<file path="config.mk">
export PLATFORM = sky130hd
export DESIGN_NAME = uart_led_cmd
export DESIGN_NICKNAME = d
export VERILOG_FILES = /design/src/rtl/uart_led_cmd.sv
export SDC_FILE = /design/constraint.sdc
export NUM_CORES = 1
export LEC_CHECK = 0
export CAP_MARGIN = 0
export CORE_ASPECT_RATIO = 1.4
export CORE_UTILIZATION = 25
export CTS_BUF_LIST = sky130_fd_sc_hd__clkbuf_8 sky130_fd_sc_hd__clkbuf_16
export DETAILED_ROUTE_END_ITERATION = 8
export HOLD_SLACK_MARGIN = 0.03
export PLACE_DENSITY = 0.52
export SYNTH_ARGS = -nofsm -noshare
export SYNTH_HDL_FRONTEND = slang
export SYNTH_SLANG_ARGS = --single-unit
</file>
<file path="constraint.sdc">
create_clock -name clk -period 6.36 [get_ports clk]
set_input_delay 0.636 -clock clk [delete_from_list [all_inputs] [get_ports clk]]
set_output_delay 0.636 -clock clk [all_outputs]
set_load 0.02 [all_outputs]
</file>
<file path="src/rtl/uart_led_cmd.sv">
// Command front-end for the breathing-LED stage: parses A5/CMD/ARG/SUM frames
// from the UART receiver, drives en (optionally timed) and returns a status byte.
module uart_led_cmd #(
  parameter int unsigned FREQUENCE = 75_000_000,
  parameter int unsigned TIMEOUT   = 750_000
) (
  input  logic       clk,
  input  logic       rst,
  input  logic       rx_valid,
  input  logic [7:0] rx_data,
  output logic       en,
  output logic       tx_valid,
  output logic [7:0] tx_data,
  input  logic       tx_ready,
  output logic       resp_lost
);

  localparam int unsigned PW = (FREQUENCE > 1) ? $clog2(FREQUENCE) : 1;
  localparam int unsigned TW = $clog2(TIMEOUT + 1);
  localparam logic [7:0] SYNC     = 8'hA5;
  localparam logic [7:0] RESP_OK  = 8'h5A;
  localparam logic [7:0] RESP_ERR = 8'hEE;

  typedef enum logic [2:0] {
    S_IDLE = 3'd0,
    S_CMD  = 3'd1,
    S_ARG  = 3'd2,
    S_SUM  = 3'd3,
    S_EXEC = 3'd4
  } state_t;

  state_t state, state_nxt;

  logic          in_frame_c, cap_cmd_c, cap_arg_c, cap_sum_c, exec_c, timeout_c;
  logic [TW-1:0] idle_cnt;
  logic [7:0]    cmd_q, arg_q;
  logic          sum_ok_q;

  logic          mode_timed;
  logic [7:0]    sec_cnt;
  logic [PW-1:0] presc;

  logic [7:0]    resp_c;
  logic          set_off_c, set_on_c, set_timed_c;

  // Idle gap inside a frame has run out; a byte arriving on that edge still counts
  assign timeout_c = in_frame_c && !rx_valid && (idle_cnt == TW'(TIMEOUT - 1));

  always_ff @(posedge clk) begin
    if (rst) state <= S_IDLE;
    else     state <= state_nxt;
  end

  always_comb begin
    state_nxt = state;
    case (state)
      S_IDLE: if (rx_valid && rx_data == SYNC) state_nxt = S_CMD;
      S_CMD:  if (rx_valid) state_nxt = S_ARG; else if (timeout_c) state_nxt = S_IDLE;
      S_ARG:  if (rx_valid) state_nxt = S_SUM; else if (timeout_c) state_nxt = S_IDLE;
      S_SUM:  if (rx_valid) state_nxt = S_EXEC; else if (timeout_c) state_nxt = S_IDLE;
      S_EXEC: state_nxt = S_IDLE;
      default: state_nxt = S_IDLE;
    endcase
  end

  always_comb begin
    in_frame_c = 1'b0;
    cap_cmd_c  = 1'b0;
    cap_arg_c  = 1'b0;
    cap_sum_c  = 1'b0;
    exec_c     = 1'b0;
    case (state)
      S_CMD:  begin in_frame_c = 1'b1; cap_cmd_c = rx_valid; end
      S_ARG:  begin in_frame_c = 1'b1; cap_arg_c = rx_valid; end
      S_SUM:  begin in_frame_c = 1'b1; cap_sum_c = rx_valid; end
      S_EXEC: exec_c = 1'b1;
      default: ;
    endcase
  end

  always_ff @(posedge clk) begin
    if (rst || !in_frame_c || rx_valid || timeout_c) idle_cnt <= '0;
    else                                            idle_cnt <= idle_cnt + TW'(1);
  end

  always_ff @(posedge clk) begin
    if (rst) begin
      cmd_q    <= '0;
      arg_q    <= '0;
      sum_ok_q <= 1'b0;
    end else begin
      if (cap_cmd_c) cmd_q <= rx_data;
      if (cap_arg_c) arg_q <= rx_data;
      if (cap_sum_c) sum_ok_q <= (rx_data == (cmd_q ^ arg_q));
    end
  end

  // Command decode; only acted on while in EXEC
  always_comb begin
    resp_c      = RESP_ERR;
    set_off_c   = 1'b0;
    set_on_c    = 1'b0;
    set_timed_c = 1'b0;
    if (sum_ok_q) begin
      case (cmd_q)
        8'h00: begin set_off_c = 1'b1; resp_c = RESP_OK; end
        8'h01: begin set_on_c = 1'b1; resp_c = RESP_OK; end
        8'h02: begin
          if (arg_q != 8'h00) set_timed_c = 1'b1;
          else                set_off_c   = 1'b1;
          resp_c = RESP_OK;
        end
        8'h03: resp_c = mode_timed ? sec_cnt : (en ? 8'hFF : 8'h00);
        default: resp_c = RESP_ERR;
      endcase
    end
  end

  // Enable / seconds timer; a state-changing command overrides a same-cycle expiry
  always_ff @(posedge clk) begin
    if (rst) begin
      en         <= 1'b0;
      mode_timed <= 1'b0;
      sec_cnt    <= '0;
      presc      <= '0;
    end else if (exec_c && set_off_c) begin
      en         <= 1'b0;
      mode_timed <= 1'b0;
      sec_cnt    <= '0;
      presc      <= '0;
    end else if (exec_c && set_on_c) begin
      en         <= 1'b1;
      mode_timed <= 1'b0;
      sec_cnt    <= '0;
      presc      <= '0;
    end else if (exec_c && set_timed_c) begin
      en         <= 1'b1;
      mode_timed <= 1'b1;
      sec_cnt    <= arg_q;
      presc      <= '0;
    end else if (mode_timed) begin
      if (presc == PW'(FREQUENCE - 1)) begin
        presc <= '0;
        if (sec_cnt == 8'd1) begin
          sec_cnt    <= '0;
          en         <= 1'b0;
          mode_timed <= 1'b0;
        end else begin
          sec_cnt <= sec_cnt - 8'd1;
        end
      end else begin
        presc <= presc + PW'(1);
      end
    end else begin
      presc <= '0;
    end
  end

  // Response holding register toward the transmitter
  always_ff @(posedge clk) begin
    if (rst) begin
      tx_valid  <= 1'b0;
      tx_data   <= '0;
      resp_lost <= 1'b0;
    end else begin
      resp_lost <= 1'b0;
      if (exec_c) begin
        tx_data   <= resp_c;
        tx_valid  <= 1'b1;
        resp_lost <= tx_valid && !tx_ready;
      end else if (tx_valid && tx_ready) begin
        tx_valid <= 1'b0;
      end
    end
  end

endmodule

</file>
==> flow_summary.yaml <==
status:
  status: "complete, but fails checks"
  violations: "DRC"
die:
  core_mm2: 0.0167
  die_w_um: 112
  die_area_mm2: 0.0175
  start_util_pct: 25.4
  pin_count: 23
  die_y_um: 156
  fp-row-count: 56
pwr:
  netSwitchingPower_mw: 0.238
  cellLeakagePower_nw: 1.42
  sequentialPowerShare_pct: 51.4
  cell_internal_pwr_mw: 0.821
  p_clk_share_pct: 46.4
  power.density_mw_per_mm2: 217
  pwr-share-comb_pct: 2.2
  switching_share_pct: 22.5
  vdd_drop_max_mv: 0.138
setup_path:
  worstSetupPathType: "reg2reg"
  crit_chain: "or4_1 > nor3_1 > nand4_1 > o31a_1 > a211oi_2"
  worstPathMaxFanout: 13
  cp.required_ns: 6.62
  endpoint_kind: "register"
  arrival_ns: 3.32
  slowest_delay_ns: 0.87
  slowest_stage: "nor3_1"
  cp-start-kind: "register"
placement:
  port_buffers: 22
  post-dp-hpwl_um: 7240
  gp_congestion: 0.762
  dp_cells: 696
synthesis:
  synth.avg_cell_area_um2: 8.62
  syn_area_mm2: 0.00424
  seq_area_frac_synth_pct: 41.1
  yosysTopAreaCell: "dfxtp_1"
  synth_seq_cells: 87
  synth.area.top_cells: "dfxtp_1 41%, xnor2_1 9.3%, nor2_1 8.0%"
  yosysTopAreaCellShare_pct: 41.1
  netlist_instances: 492
  synth_edf_count: 0
  async_flop_share_pct: 0
  synth_ff_type: "dfxtp_1"
  yosys_warnings: 0
  synth_cell_types: 59
  syn_nets: 508
global_route:
  grt_usage_pct: 12.3
  grt_max_degree: 37
  grt_pass1_wl_um: 17200
  grt_pass1_vias: 3503
  grt-ovfl-total: 0
  antenna_found_initial: 0
cts:
  cts-hold-fix-buffers: 0
  cts_sinks: 87
  ctsResizeCount: 0
  clkSlewWorstSetupHoldPaths_ns: 0.07
  h-tree-depth: 3
  numCtsBuffers: 9
  clk_latency_ns: 0.34
  postCtsSetupBuffers: 0
  clock-root-buffer: "clkbuf_16"
  clk_path_buf_depth: 2
  cts_tree: "built"
finish:
  utilization_pct: 29.2
  nets: 520
  area_growth_pct: 15.0
  drive_above_1_share_pct: 5.50
  layout_commonest_cell: "nor2_1"
  n_antenna_cell: 0
  layout_common_cells: "90 x nor2_1, 87 x dfxtp_1, 45 x xnor2_1"
  finalNonFillerCells: 712
timing:
  tns_ns: 0
  slew_headroom_pct: 29.5
  rsz0062_at_grt: "false"
  fin_crit_sh_pct: 48.1
  hold_viol_final: 0
  clock.fmax_mhz: 327
  slew_violations: 0
  setup_violations: 0
  layout_min_cycle_time_ns: 3.06
  tightest_slew_ns: 1.05
  finClkSkew_ns: 0.0103
drt:
  vias: 3466
  routed_wl_um: 9960
  drtIter0Drc: 158
  drc_errors: 4
  wl_per_cell_um: 14.0
  drt-pass1-iter-count: 6
  postRouteAntennaNets: 0
  vias_per_cell: 4.87
hold_path:
  hold_class: "reg2reg"
job:
  maxCapViolCount: 0
[worst paths after layout]
path | from | cells past startpoint | to | slack, ns
max | cmd_q[4] | 5 | sec_cnt[5] | 3.30
min | presc[0] | 1 | presc[0] | 0.44
min reg2reg | presc[0] | 1 | presc[0] | 0.44
max reg2reg | cmd_q[4] | 5 | sec_cnt[5] | 3.30
[worst max-delay path, delay by kind of cell (launching register included)]
| kind | cells | cell delay (ns) |
|---|---|---|
| flops | 1 | 0.33 |
| compound gates | 2 | 0.50 |
| simple gates | 3 | 2.13 |
[stage by stage]
stage | setup slack, ns | total power [mW] | hold slack (ns) | instance area (um2)
3_3_place_gp | 3.41 | 0.580 | 0.424 | 4600
2_1_floorplan | 4.35 | 0.568 | 0.413 | 4240
5_1_grt | 2.99 | 1.10 | 0.484 | 4880
4_1_cts | 3.29 | 1.07 | 0.446 | 4880
3_5_place_dp | 3.30 | 0.581 | 0.435 | 4600
6_report | 3.30 | 1.06 | 0.442 | 4880
[final cells by class]
cell class	instances	area, um2
timing repair buffer	23	228
clock inverter	7	50.0
sequential	87	1740
tap	203	254
inverter	13	48.8
fill	1804	11800
multi-input combinational	370	2330
clock buffer	9	225
[cell families (layout without fill, tap and decap cells)]
family,Yosys count,in the layout,share of synthesized area [%]
AO/OA/AOI/OAI,48,48,7.64
buffers and inverters,35,52,4.04
adder cells (fa/ha/maj),4,4,1.18
AND/OR/NAND/NOR,243,243,30.1
multiplexers,16,16,3.78
XOR/XNOR,59,59,12.2
flip-flops,87,87,41.1
[power by group through the flow]
stage | logic (mW) | clock network [mW] | registers, mW
final | 0.0233 | 0.492 | 0.545
after detailed placement | 0.0236 | 0 | 0.557
after global routing | 0.0253 | 0.534 | 0.544
after global placement | 0.0234 | 0 | 0.557
after floorplan | 0.0113 | 0 | 0.557
after CTS | 0.0237 | 0.504 | 0.545
[sequential cells by signal, summed over array words and instances, names as in the netlist]
| signal | cells |
|---|---|
| tx_data | 8 |
| arg_q | 8 |
| sum_ok_q | 1 |
| cmd_q | 8 |
| en | 1 |
| idle_cnt | 20 |
| presc | 27 |
| tx_valid | 1 |
| state | 3 |
| resp_lost | 1 |
| sec_cnt | 8 |
| mode_timed | 1 |
[layer usage]
layer  global-route usage, %  share of wire [%]  wire, um
met1                    13.7                 43      4290
met2                    22.7                 52      5190
met3                    2.91                3.1       306
met5                       0                  0         0
met4                    4.00                1.7       168
[synth_stat cells (3+ instances only)]
cell	n
ha_1	4
buf_6	3
mux2i_1	16
nand4_1	12
o31ai_1	3
and3_1	8
nor4_1	14
o21ai_0	6
nor2_1	90
or4_1	3
nand3_1	23
a21oi_1	13
clkbuf_1	14
dfxtp_1	87
nor3_1	18
xnor2_1	45
inv_1	13
nor3b_1	5
a21o_1	4
nor4bb_1	4
xor2_1	14
and4_1	7
nand2_1	34
a211oi_1	9
Power figures use the tool's default switching activity.
